File: config.mk
export PLATFORM = sky130hd
export DESIGN_NAME = serial_addsub_ctrl
export DESIGN_NICKNAME = d
export VERILOG_FILES = /design/src/rtl/serial_addsub_pkg.sv /design/src/rtl/serial_addsub_ctrl_fulladder.sv /design/src/rtl/serial_addsub_ctrl.sv
export SDC_FILE = /design/constraint.sdc
export NUM_CORES = 1
export LEC_CHECK = 0
export ABC_CLOCK_PERIOD_IN_PS = 2200
export CORE_ASPECT_RATIO = 0.9
export CORE_UTILIZATION = 41
export DETAILED_ROUTE_END_ITERATION = 10
export PLACE_DENSITY = 0.78
export RECOVER_POWER = 100
export SETUP_SLACK_MARGIN = 0.05
export SLEW_MARGIN = 10
export SYNTH_ARGS = -nofsm -noshare
export SYNTH_HDL_FRONTEND = slang
export SYNTH_SLANG_ARGS = --single-unit
File: constraint.sdc
create_clock -name clk -period 2.2 [get_ports clk]
set_input_delay 0.44 -clock clk [delete_from_list [all_inputs] [get_ports clk]]
set_output_delay 0.44 -clock clk [all_outputs]
set_load 0.02 [all_outputs]
File: src/rtl/serial_addsub_pkg.sv
// Shared types and constants for the bit-serial add/subtract sequencer.
package serial_addsub_pkg;

    // Controller phases: waiting for a request, shifting bits, holding a result.
    typedef enum logic [1:0] {
        IDLE = 2'd0,
        RUN  = 2'd1,
        DONE = 2'd2
    } state_t;

    localparam logic OP_ADD = 1'b0;
    localparam logic OP_SUB = 1'b1;

    // Signed overflow of a two's-complement add: carry into MSB differs from carry out.
    function automatic logic signed_ovf(input logic cin_msb, input logic cout_msb);
        return cin_msb ^ cout_msb;
    endfunction

endpackage

File: src/rtl/serial_addsub_ctrl_fulladder.sv
// Single-bit full adder slice time-shared by the serial sequencer.
module fulladder (
    input  logic x,
    input  logic y,
    input  logic cin,
    output logic A,
    output logic cout
);

    assign A    = x ^ y ^ cin;
    assign cout = (x & y) | (cin & (x ^ y));

endmodule

File: src/rtl/serial_addsub_ctrl.sv
// Bit-serial add/subtract sequencer: one WIDTH-bit result in WIDTH cycles
// using a single shared full adder slice, valid/ready on both sides.
// Optional macro SERIAL_ADDSUB_OVF_EN adds the signed-overflow output ovf.
module serial_addsub_ctrl
    import serial_addsub_pkg::*;
#(
    parameter int WIDTH = 16
) (
    input  logic             clk,
    input  logic             rst,
    input  logic             start_valid,
    output logic             start_ready,
    input  logic             op,
    input  logic [WIDTH-1:0] a,
    input  logic [WIDTH-1:0] b,
    output logic             res_valid,
    input  logic             res_ready,
    output logic [WIDTH-1:0] result,
    output logic             carry_out,
    output logic             busy
`ifdef SERIAL_ADDSUB_OVF_EN
    ,
    output logic             ovf
`endif
);

    localparam int CNT_W = (WIDTH > 2) ? $clog2(WIDTH) : 1;
    localparam logic [CNT_W-1:0] CNT_LAST = CNT_W'(WIDTH - 1);
    localparam logic [CNT_W-1:0] CNT_ONE  = CNT_W'(1'b1);
    localparam logic [CNT_W-1:0] CNT_ZERO = CNT_W'(1'b0);

    state_t             state_q, state_d;
    logic [WIDTH-1:0]   a_sh_q, a_sh_d;
    logic [WIDTH-1:0]   b_sh_q, b_sh_d;
    logic [WIDTH-1:0]   result_q, result_d;
    logic               carry_q, carry_d;
    logic               carry_out_q, carry_out_d;
    logic [CNT_W-1:0]   cnt_q, cnt_d;
    logic               sum_s;
    logic               cout_s;
`ifdef SERIAL_ADDSUB_OVF_EN
    logic               ovf_q, ovf_d;
`endif

    fulladder u_slice (
        .x    (a_sh_q[0]),
        .y    (b_sh_q[0]),
        .cin  (carry_q),
        .A    (sum_s),
        .cout (cout_s)
    );

    // State register.
    always_ff @(posedge clk or posedge rst) begin
        if (rst) begin
            state_q <= IDLE;
        end else begin
            state_q <= state_d;
        end
    end

    // Datapath registers: operand shifters, carry, bit counter and result.
    always_ff @(posedge clk or posedge rst) begin
        if (rst) begin
            a_sh_q      <= {WIDTH{1'b0}};
            b_sh_q      <= {WIDTH{1'b0}};
            result_q    <= {WIDTH{1'b0}};
            carry_q     <= 1'b0;
            carry_out_q <= 1'b0;
            cnt_q       <= CNT_ZERO;
`ifdef SERIAL_ADDSUB_OVF_EN
            ovf_q       <= 1'b0;
`endif
        end else begin
            a_sh_q      <= a_sh_d;
            b_sh_q      <= b_sh_d;
            result_q    <= result_d;
            carry_q     <= carry_d;
            carry_out_q <= carry_out_d;
            cnt_q       <= cnt_d;
`ifdef SERIAL_ADDSUB_OVF_EN
            ovf_q       <= ovf_d;
`endif
        end
    end

    // Next-state and datapath update; subtraction is a + ~b + 1 with the +1 as carry-in.
    always_comb begin
        state_d     = state_q;
        a_sh_d      = a_sh_q;
        b_sh_d      = b_sh_q;
        result_d    = result_q;
        carry_d     = carry_q;
        carry_out_d = carry_out_q;
        cnt_d       = cnt_q;
`ifdef SERIAL_ADDSUB_OVF_EN
        ovf_d       = ovf_q;
`endif
        case (state_q)
            IDLE: begin
                if (start_valid) begin
                    a_sh_d  = a;
                    b_sh_d  = (op == OP_SUB) ? ~b : b;
                    carry_d = (op == OP_SUB);
                    cnt_d   = CNT_ZERO;
                    state_d = RUN;
                end else begin
                    state_d = IDLE;
                end
            end
            RUN: begin
                a_sh_d   = {1'b0, a_sh_q[WIDTH-1:1]};
                b_sh_d   = {1'b0, b_sh_q[WIDTH-1:1]};
                result_d = {sum_s, result_q[WIDTH-1:1]};
                carry_d  = cout_s;
                cnt_d    = cnt_q + CNT_ONE;
                if (cnt_q == CNT_LAST) begin
                    carry_out_d = cout_s;
`ifdef SERIAL_ADDSUB_OVF_EN
                    ovf_d       = signed_ovf(carry_q, cout_s);
`endif
                    state_d     = DONE;
                end else begin
                    state_d = RUN;
                end
            end
            DONE: begin
                if (res_ready) begin
                    state_d = IDLE;
                end else begin
                    state_d = DONE;
                end
            end
            default: begin
                state_d = IDLE;
            end
        endcase
    end

    assign start_ready = (state_q == IDLE);
    assign res_valid   = (state_q == DONE);
    assign busy        = (state_q != IDLE);
    assign result      = result_q;
    assign carry_out   = carry_out_q;
`ifdef SERIAL_ADDSUB_OVF_EN
    assign ovf         = ovf_q;
`endif

endmodule
==> flow_summary_export.csv, run 1 <==
group,metric,value,unit
status,status,"finished, final reports clean",
grt,grt_use_total,17.61,%
die,core,0.006284,mm²
layout,finalNetCount,339,
sta,hold_viol,0,
die,start_util,43.67,%
drt,drtPass1Iterations,4,
cts,post_cts_buffers,0,
power,pwr-share-clk,14.5,%
cts,htreeDepth,2,
synth,ys_seq_area_share,51.07,%
layout,drive_gt1_share,12.29,%
cts,cts_buffers,5,
layout,final_common_cell,"dfrtp_1",
synth,synth_edf_count,0,
sta,period_share,94.09,%
critical_path,worst-setup-path-type,"register to output port",
hold_path,min_delay_worst_endpoint,"b_sh_q[15]",
cts,clock_path_buffers,2,
die,dieArea,0.007024,mm²
grt,grt_remaining_overflow,0,
layout,stdcell_count,388,
critical_path,worst_setup_path_start_kind,"register",
cts,cts-root-buf,"clkbuf_8",
synth,yosysWarnings,0,
power,powerDensity,1157,mW/mm²
synth,synth_top_cells_by_area,"dfrtp_1 51%, mux2_2 7.4%, xnor2_1 5.1%",
sta,setup_viol,0,
place,place_congestion,0.7121,
critical_path,crit_required,1.76,ns
synth,synth_cell_type_count,34,
hold_path,hp-class,"register to register",
drt,drt-met1-wl,2708,µm
sta,fin_worst_skew,0.009246,ns
critical_path,r2r-end,"result[2]",
sta,fin_crit,2.070,ns
die,num_rows,27,
layout,final_cell_mix,"56 x dfrtp_1, 36 x clkdlybuf4s50_1, 26 x nand2_1",
drt,wl_met2,2654,µm
power,switching_share,35.96,%
drt,drt_iter0_drc,62,
synth,syn_area,0.002744,mm²
drt,via_count,2036,
power,power.switching,1437,µW
layout,antennaDiodeCount,0,
drt,routedWlPerCell,14.60,µm
synth,syn_area_per_cell,11.15,µm²
hold_path,min_from,"b_sh_q[15]",
synth,ys_ff_latch,56,
synth,synth_top_area_cell,"dfrtp_1",
sta,fmax,0.4831,GHz
cts,cts-resized-gates,1,
power,p_seq_share,43.8,%
synth,ys_async_sr_fraction,100.0,%
sta,fin_ws,0.1301,ns
cts,clock_sinks,56,
drt,drtAntennaViolNets,0,
critical_path,cp.arrival,1.63,ns
power,combPwrFrac,41.6,%
synth,synth_cells,246,
grt,grt_max_degree,57,
run,cap_viol_max_count,0,
drt,wirelength,5664,µm
grt,grt_pass1_wl,9618,µm
sta,rsz0062_at_grt,"no",
place,post-place-cells,380,
sta,report.final.slew_viol_count,0,
synth,yosysTopAreaCellShare,51.07,%
drt,met3_length,219,µm
place,io_buffers,56,
drt,post_drt_via_cell_ratio,5.247,
sta,max_slew_margin,51.00,%
place,pre_cts_slack,0.1578,ns
grt,grt_pass1_vias,2026,
power,vdd_drop_max,386.0,µV
cts,hold_buffers,0,
hold_path,whs_path_depth,2,
cts,cts.reportedPaths.clkPinSlew,0.09,ns
power,power_leakage,0.001470,µW
sta,setup_tns,0,ns
critical_path,r2r_cells,4,
critical_path,end_kind,"output port",
die,die_width,88.23,µm
die,die_h,79.61,µm
power,intPower,2560,µW
drt,drc_errors,0,
sta,tightest_slew,0.7345,ns
sta,holdWs,0.4944,ns
synth,synthesis.nets,285,
critical_path,r2r_setup_slack,0.19,ns
place,hpwlAfterDp,3831,µm
drt,top_layer,"met4",
cts,clk_latency,0.31,ns
synth,synth_flop_cell,"dfrtp_1",
cts,cts_tree,"done",
critical_path,reg2reg_from,"state_q[1]",
grt,antenna_found_initial,0,
critical_path,crit_fanout,8,
layout,synthToLayoutAreaGrowth,25.85,%
die,top_level_ports,57,
==> routing by layer <==
layer	global-route usage [%]	up-vias
li1	-	987
met3	2.896	9
met2	28.77	48
met1	23.71	992
met4	5.806	0
met5	0	-
==> synthesized netlist by cell type (all sizes together), types with 2 or more instances <==
library cell	number
and3b	7
dfrtp	56
a41oi	2
nor2	6
buf	12
o32ai	2
a221o	3
mux2	18
nor2b	11
o221ai	5
xnor2	16
a22o	2
a21oi	17
inv	5
o211ai	7
clkbuf	8
o21ai	18
a22oi	16
nand2	26
==> power by group through the flow <==
stage | combinational, µW | clock, µW | sequential [µW]
4_1_cts | 1790 | 595 | 1760
3_5_place_dp | 1800 | 0 | 1780
2_1_floorplan | 1010 | 0 | 1890
5_1_grt | 1830 | 634 | 1820
6_report | 1660 | 582 | 1750
3_3_place_gp | 1740 | 0 | 1760
==> logic make-up (layout without fill, tap and decap cells) <==
group	Yosys count	after routing	synth area share [%]
compound gates	75	75	20.02
flops	56	56	51.07
simple gates	54	54	10.35
buf+inv	25	80	4.879
mux	18	18	7.387
xor+xnor	16	16	5.107
fa+ha+maj	2	2	1.186
==> cell type report <==
type | count | area, µm²
repair buffers | 67 | 673.1
inverters | 5 | 18.77
flip-flops and latches | 56 | 1401
multi-input cells | 165 | 1161
fillers | 574 | 2830
well taps | 87 | 108.9
clock buffers | 8 | 90.09
==> flip-flops by register name (all words and copies together) (netlist names) <==
name and cells:
a_sh_q 16, b_sh_q 16, result 16, cnt_q 4
state_q 2, carry_out 1, carry_q 1
==> worst max-delay path by stage <==
stage                            from         to  slack, ns  cells after the start
final                      state_q[1]       busy       0.13                      3
after global routing       state_q[1]       busy       0.04                      3
after CTS                  state_q[1]       busy       0.07                      3
after detailed placement  start_valid   cnt_q[3]       0.16                      5
after global placement    start_valid  b_sh_q[6]       0.26                      5
after floorplan                   rst  a_sh_q[0]       0.39                      1
==> worst max-delay path: stages (launching register included) <==
cell and delay, ns:
dfrtp_1 0.54, nor2_1 0.12, inv_1 0.07, clkdlybuf4s50_1 0.59
==> per-stage QoR <==
| stage | utilization [%] | instance area (µm²) | total power (µW) |
|---|---|---|---|
| floorplan | - | 2744 | 2898 |
| CTS | 55.81 | 3507 | 4153 |
| global route | 54.96 | 3453 | 4284 |
| detailed placement | 54.40 | 3418 | 3573 |
| finish | 54.96 | 3453 | 3997 |
| global placement | 54.40 | 3418 | 3505 |
(Power assumes the default switching activity.)
==> inputs of run 2 (changes only) <==
Settings changed: CTS_BUF_LIST set to sky130_fd_sc_hd__clkbuf_4 sky130_fd_sc_hd__clkbuf_8.
==> run 2 against run 1 <==
Compared with the run above: combinational power about the same; first-iteration DRC count increased by 60%; worst setup slack improved by 0.0019 ns; die area unchanged; hold slack improved by 0.00061 ns; non-clock buffer count unchanged; register-to-register slack about the same; critical path depth unchanged; core utilization increased by 0.12 points; critical path type unchanged.
==> flow_summary_export.csv, run 2 (synthesis results as in run 1) <==
group,metric,value,unit
grt,globalRouteMet1Util,24.17,%
die,top_level_ports,57,
layout,finalNetCount,339,
cts,clock_sinks,56,
critical_path,worstPathCellList,"nor2_1 -> inv_1 -> clkdlybuf4s50_1",
critical_path,cp.arrival,1.63,ns
sta,max_slew_margin,51.04,%
place,place_congestion,0.7121,
cts,clk_latency,0.31,ns
critical_path,crit_required,1.76,ns
cts,hold_buffers,0,
grt,antenna_found_initial,0,
run,cap_viol_max_count,0,
die,die_width,88.23,µm
sta,fmax,0.4836,GHz
sta,fin_crit,2.068,ns
grt,grt_use_total,17.72,%
critical_path,worst-setup-path-type,"register to output port",
layout,drive_gt1_share,12.96,%
sta,report.final.slew_viol_count,0,
layout,final_cell_mix,"56 x dfrtp_1, 36 x clkdlybuf4s50_1, 26 x nand2_1",
grt,grt_remaining_overflow,0,
die,die_h,79.61,µm
grt,grtUsageMet3,2.896,%
power,power.switching,1439,µW
grt,grt_pass1_vias,2028,
die,core,0.006284,mm²
drt,post_drt_via_cell_ratio,5.258,
power,switching_share,35.77,%
power,p_seq_share,43.5,%
cts,cts_tree,"done",
grt,busiest_layer,"met2",
drt,drtPass1Iterations,4,
layout,stdcell_count,388,
layout,synthToLayoutAreaGrowth,26.13,%
sta,fin_worst_skew,0.008896,ns
drt,drt_iter0_drc,99,
place,hpwlAfterDp,3831,µm
place,io_buffers,56,
place,post-place-cells,380,
sta,period_share,94.00,%
cts,cts.reportedPaths.clkPinSlew,0.10,ns
layout,final_common_cell,"dfrtp_1",
layout,antennaDiodeCount,0,
critical_path,critPathMaxStageDelay,0.59,ns
sta,holdWs,0.4950,ns
critical_path,crit_fanout,8,
layout,fillers,579,
sta,setup_viol,0,
drt,drc_errors,0,
die,start_util,43.67,%
power,power_leakage,0.001476,µW
grt,grt_pass1_wl,9680,µm
cts,htreeDepth,2,
drt,routedWlPerCell,14.59,µm
die,dieArea,0.007024,mm²
status,status,"finished, final reports clean",
sta,tightest_slew,0.7339,ns
sta,hold_viol,0,
power,total_power,4024,µW
cts,cts-root-buf,"clkbuf_8",
power,pwr-share-clk,15.1,%
grt,use_met2,28.62,%
critical_path,end_kind,"output port",
critical_path,worst_setup_path_start_kind,"register",
power,vdd_drop_max,386.0,µV
sta,rsz0062_at_grt,"no",
cts,post_cts_buffers,0,
cts,clock_path_buffers,2,
hold_path,hp-class,"register to register",
cts,cts_buffers,5,
grt,grt_max_degree,57,
power,combPwrFrac,41.4,%
sta,setup_tns,0,ns
drt,drtAntennaViolNets,0,
power,powerDensity,1163,mW/mm²
die,num_rows,27,
drt,via_count,2040,
critical_path,crit_slowest_cell,"clkdlybuf4s50_1",
power,intPower,2585,µW
drt,wirelength,5659,µm
run 2: cell count changes in the layout (fill, tap and decap cells not counted):
cell,before,now
clkbuf_1,3,1
clkbuf_4,0,2
run 2: layout make-up:
class	instances	area, µm²	area share (%)
timing repair buffer	67	673.1	19.45
inverter	5	18.77	0.5423
clock buffer	8	97.59	2.820
tap	87	108.9	3.145
sequential	56	1401	40.49
multi-input combinational	165	1161	33.55
run 2: final timing paths:
kind	cells past startpoint	from	endpoint	slack (ns)
max	3	state_q[1]	busy	0.13
max in group asynchronous	3	rst	a_sh_q[0]	1.32
min reg2reg	2	b_sh_q[15]	b_sh_q[15]	0.49
min	2	b_sh_q[15]	b_sh_q[15]	0.49
max reg2reg	4	state_q[1]	result[2]	0.20
min in group asynchronous	3	rst	result[2]	0.65
run 2: critical path, delay by kind of cell, from the launching register on:
family                 cells  cell delay, ns
DFF                        1            0.54
buffers and inverters      2            0.66
and+or+nand+nor            1            0.12
run 2: per-layer routing:
layer / up-vias / wire (µm)
li1: 988 / -
met1: 995 / 2697
met2: 48 / 2660
met3: 9 / 219
met4: 0 / 82
met5: - / 0
run 2: metrics by stage:
step                      setup slack [ns]  util (%)  cell area [µm²]
after global placement              0.2594     54.40             3418
after detailed placement            0.1578     54.40             3418
after global routing               0.04001     55.08             3461
after CTS                          0.07310     55.93             3515
final                               0.1320     55.08             3461
after floorplan                     0.3887         -             2744
run 2: timing repair:
item                       in CTS  in global routing
setup endpoints to repair       1                  2
gates cloned                    0                  0
resized for setup               1                  1
run 2: power groups by stage:
stage          Sequential [µW]  Clock [µW]  Combinational [µW]
6_report                  1750         607                1670
5_1_grt                   1830         659                1830
4_1_cts                   1760         620                1800
3_5_place_dp              1780           0                1800
3_3_place_gp              1760           0                1740
2_1_floorplan             1890           0                1010
